[config.mk]
export PLATFORM = sky130hd
export DESIGN_NAME = boot_loader
export DESIGN_NICKNAME = d
export VERILOG_FILES = /design/src/rtl/boot_loader.sv
export SDC_FILE = /design/constraint.sdc
export NUM_CORES = 1
export LEC_CHECK = 0
export ABC_AREA = 1
export BUFFER_PORTS_ARGS = -buffer_cell sky130_fd_sc_hd__buf_2
export CORE_ASPECT_RATIO = 1.75
export CORE_MARGIN = 3
export CORE_UTILIZATION = 25
export CTS_BUF_LIST = sky130_fd_sc_hd__clkbuf_4
export CTS_CLUSTER_SIZE = 8
export DETAILED_ROUTE_END_ITERATION = 16
export GPL_TIMING_DRIVEN = 0
export SYNTH_ARGS = -nofsm -noshare
export SYNTH_HDL_FRONTEND = slang
export SYNTH_SLANG_ARGS = --single-unit
[constraint.sdc]
create_clock -name clk -period 3.9 [get_ports clk]
set_input_delay 1.17 -clock clk [delete_from_list [all_inputs] [get_ports clk]]
set_output_delay 1.17 -clock clk [all_outputs]
set_load 0.05 [all_outputs]
[src/rtl/boot_loader.sv]
// Boot loader: receives a program over a valid/ready byte stream (length,
// payload, XOR checksum), writes the payload into RAM from address 0 and
// releases the CPU only after the checksum matches.
`timescale 1ns/1ps
module boot_loader #(
    parameter int DATA_W = 8,
    parameter int ADDR_W = 7,
    parameter int DEPTH  = 128
) (
    input  logic              clk,
    input  logic              rst_n,
    input  logic              start,
    input  logic [DATA_W-1:0] in_data,
    input  logic              in_valid,
    output logic              in_ready,
    output logic [ADDR_W-1:0] mem_addr,
    output logic [DATA_W-1:0] mem_data,
    output logic              mem_we,
    output logic              busy,
    output logic              cpu_run,
    output logic              error,
    output logic [ADDR_W:0]   bytes_loaded
);

    typedef enum logic [2:0] {
        IDLE,
        HDR,
        LOAD,
        CHK,
        DONE,
        ERROR
    } state_t;

    // Header lengths are compared one bit wider so DEPTH itself is representable.
    localparam logic [DATA_W:0] DEPTH_V = (DATA_W+1)'(DEPTH);
    localparam logic [ADDR_W:0] ONE     = (ADDR_W+1)'(1);

    state_t            state;
    state_t            state_next;
    logic [ADDR_W:0]   len;
    logic [ADDR_W:0]   count;
    logic [DATA_W-1:0] acc;
    logic              accept;
    logic              restart;
    logic              last_byte;
    logic              hdr_zero;
    logic              hdr_big;

    // Write stage: one cycle behind the accepted payload byte.
    logic              we_p1;
    logic [ADDR_W-1:0] addr_p1;
    logic [DATA_W-1:0] data_p1;

    assign in_ready     = (state == HDR) || (state == LOAD) || (state == CHK);
    assign busy         = in_ready;
    assign cpu_run      = (state == DONE);
    assign error        = (state == ERROR);
    assign accept       = in_valid && in_ready;
    assign restart      = start && ((state == IDLE) || (state == DONE) || (state == ERROR));
    assign last_byte    = ((count + ONE) == len);
    assign hdr_zero     = (in_data == '0);
    assign hdr_big      = ({1'b0, in_data} > DEPTH_V);
    assign mem_we       = we_p1;
    assign mem_addr     = addr_p1;
    assign mem_data     = data_p1;
    assign bytes_loaded = count;

    // State register.
    always_ff @(posedge clk or negedge rst_n) begin
        if (!rst_n) begin
            state <= IDLE;
        end else begin
            state <= state_next;
        end
    end

    // Next-state decode: header, payload and checksum phases of a load.
    always_comb begin
        state_next = state;
        case (state)
            IDLE, DONE, ERROR: begin
                if (start) state_next = HDR;
            end
            HDR: begin
                if (accept) begin
                    if (hdr_zero)     state_next = CHK;
                    else if (hdr_big) state_next = ERROR;
                    else              state_next = LOAD;
                end
            end
            LOAD: begin
                if (accept && last_byte) state_next = CHK;
            end
            CHK: begin
                if (accept) state_next = (in_data == acc) ? DONE : ERROR;
            end
            default: state_next = IDLE;
        endcase
    end

    // Length, payload count, running checksum and the registered RAM write.
    always_ff @(posedge clk or negedge rst_n) begin
        if (!rst_n) begin
            len     <= '0;
            count   <= '0;
            acc     <= '0;
            we_p1   <= 1'b0;
            addr_p1 <= '0;
            data_p1 <= '0;
        end else begin
            we_p1 <= 1'b0;
            if (restart) begin
                count <= '0;
                acc   <= '0;
            end else if (accept && (state == HDR)) begin
                len   <= in_data[ADDR_W:0];
                count <= '0;
                acc   <= '0;
            end else if (accept && (state == LOAD)) begin
                acc     <= acc ^ in_data;
                count   <= count + ONE;
                we_p1   <= 1'b1;
                addr_p1 <= count[ADDR_W-1:0];
                data_p1 <= in_data;
            end
        end
    end

endmodule

==> results_dict.tcl <==
set metrics [dict create \
    area_growth_pct 19.3 \
    synth-async-reset-ratio_pct 100 \
    finClkSkew_ns 0.0132 \
    drt_iter0_drc 101 \
    cts_hold_buffers 0 \
    htree_levels 2 \
    wl_per_cell_um 12.8 \
    initial_core_util_pct 25.8 \
    cp-end-kind "primary output" \
    synth_nets 281 \
    synth_top_flop_cell "dfrtp_1" \
    cts_buffer_depth 2 \
    antenna_found_initial 0 \
    track_usage_pct 12.0 \
    dp_hpwl_um 4160 \
    grt.overflow.total 0 \
    synth_top_area_share_pct 50.1 \
    nets 327 \
    setup_tns_ns 0 \
    drive_above_1_share_pct 21.0 \
    hold_viol_final 0 \
    first_global_vias 1922 \
    critical_path_class "flip-flop to primary output" \
    synthesis.area_um2 2150 \
    rows 44 \
    clkTransAtPathRegs_ns 0.13 \
    ctsResizeCount 0 \
    p_leak_nw 1.30 \
    rsz0062_at_grt "false" \
    io_buffers 39 \
    clock_latency_ns 0.37 \
    clkPwrFrac_pct 14.2 \
    finalSetupViolations 0 \
    n_fill_cell 917 \
    grt_max_degree 44 \
    yosysMostFrequentCell "nand2_1" \
    yosys_register_bits 43 \
    power_density_nw_per_um2 782 \
    fp.dieW_um 76.1 \
    cts_tree "done" \
    final_core_util_pct 30.8 \
    post_cts_buffers 0 \
    dieArea_um2 9790 \
    switchingPower_mw 0.990 \
    ys_seq_area_share_pct 50.1 \
    synth_edf_count 0 \
    num_vias 1900 \
    ir_worst_vdd_v 0.000465 \
    ant_nets 0 \
    crit_path_max_fanout 5 \
    finalWeightedCongestion 0.812 \
    drt_pass1_iterations 4 \
    antenna_cells 0 \
    synth_cells 268 \
    drt_wl_total_um 5500 \
    min_period_ns 2.65 \
    fmax_mhz 378 \
    syn_avg_cell_area_um2 8.02 \
    relSlewSlack_pct 35.2 \
    io_pins 40 \
    die_y_um 129 \
    p_sw_share_pct 49.4 \
    cp.required_ns 2.73 \
    synthTopCellsByCount "nand2_1, dfrtp_1, inv_1" \
    arrival_ns 1.48 \
    pwr-share-comb_pct 49.6 \
    cts.sinks 43 \
    cts-root-buf "clkbuf_4" \
    ys_types 24 \
    synth_area_leaders "dfrtp_1, nand2_1, o21ai_0, inv_1, nand3_1" \
    grt_pass1_wl_um 9210 \
    core_area_um2 8310 \
    synth_area_leader_cell "dfrtp_1" \
    slew_viol_final 0 \
    p_int_mw 1.01 \
    cts_buffers 5 \
    tightestPinTransition_ns 0.972 \
    drc 0 \
    min_path_type "flip-flop to flip-flop" \
    status "finished, final reports clean" \
    p_seq_share_pct 36.3 \
    drv_cap 0 \
    min_period_over_period_pct 67.9 \
    yosys_warnings 0 \
    via_per_inst 4.42 \
    crit_path_start_kind "flip-flop" \
]
## placed cells by master, fill, tap and decap left out
cell,instances
nand2_1,72
dfrtp_1,43
buf_2,42
inv_1,35
o21ai_0,32
nand3_1,20
nor2_1,12
o22ai_1,7
xor2_1,6
xnor2_1,5
clkbuf_4,5
nor3_1,4
inv_2,4
nor2_2,4
nand2_2,4
nand3b_1,3
clkbuf_1,2
nor2_4,2
nand4_1,2
a21oi_1,2
buf_4,2
nand3_2,1
o21bai_1,1
o21ai_1,1
ha_1,1
clkinv_2,1
bufinv_16,1
clkinv_1,1
## worst paths after layout
path	start	endpoint	slack (ns)	cells after the start
worst max-delay path	state[1]$_DFFE_PN0P_	in_ready	1.25	6
worst min-delay path	mem_addr[6]$_DFFE_PN0P_	mem_addr[6]$_DFFE_PN0P_	0.49	2
worst max register to register	bytes_loaded[0]$_DFFE_PN0P_	state[2]$_DFFE_PN0P_	1.96	13
worst min register to register	mem_addr[6]$_DFFE_PN0P_	mem_addr[6]$_DFFE_PN0P_	0.49	2
max in group asynchronous	rst_n	acc[3]$_DFFE_PN0P_	2.35	1
min in group asynchronous	rst_n	mem_data[2]$_DFFE_PN0P_	0.94	1
## registers in the layout, indices dropped and copies added (netlist names)
signal	flops
mem_addr	7
state	3
mem_we	1
len	8
mem_data	8
acc	8
bytes_loaded	8
## power by group through the flow
stage | clock network, mW | registers, mW | logic [mW]
floorplan | 0 | 0.997 | 0.489
global placement | 0 | 0.729 | 0.995
detailed placement | 0 | 0.738 | 1.00
CTS | 0.297 | 0.728 | 1.01
global route | 0.310 | 0.753 | 1.10
finish | 0.284 | 0.728 | 0.993
## logic make-up (layout without fill, tap and decap cells)
kind of cell | Yosys count | in the layout | synth area share [%]
and+or+nand+nor | 124 | 124 | 25.7
buffers and inverters | 46 | 93 | 8.56
AOI/OAI and AO/OA | 43 | 43 | 10.5
DFF | 43 | 43 | 50.1
xor gates and xnor gates | 11 | 11 | 4.48
adders and majority gates | 1 | 1 | 0.582
## per-layer routing
layer / track usage, % / vias to the layer above / part of all wire [%]
met2: 22.6 / 45 / 54
met1: 12.3 / 896 / 39
li1: - / 949 / -
met3: 2.80 / 10 / 4.1
met4: 6.30 / 0 / 2.9
met5: 0 / - / 0
## worst max-delay path: stages (launching register included)
cell and delay (ns):
dfrtp_1 0.47, nor2_1 0.11, inv_1 0.06, nand2_1 0.10, inv_1 0.06, buf_4 0.12, buf_2 0.20
## layout make-up
class	count	area, µm²	area share [%]
Buffer	7	37.5	1.46
Inverter	39	146	5.71
Clock buffer	5	37.5	1.46
Multi-Input combinational cell	179	888	34.7
Sequential cell	43	1080	42.0
Tap cell	115	144	5.61
Timing Repair Buffer	39	195	7.61
Clock inverter	3	38.8	1.51
## per-stage QoR
| stage | hold WS (ns) | worst slack [ns] | cell area [µm²] | instances | power (mW) |
|---|---|---|---|---|---|
| CTS | 0.502 | 1.22 | 2560 | 430 | 2.03 |
| floorplan | 0.466 | 1.21 | 2150 | 268 | 1.49 |
| detailed placement | 0.470 | 1.50 | 2490 | 422 | 1.74 |
| global placement | 0.464 | 1.55 | 2490 | 422 | 1.72 |
| finish | 0.495 | 1.25 | 2560 | 430 | 2.00 |
| global route | 0.528 | 1.11 | 2560 | 430 | 2.16 |
No activity file was read; power rests on OpenSTA's default activity.
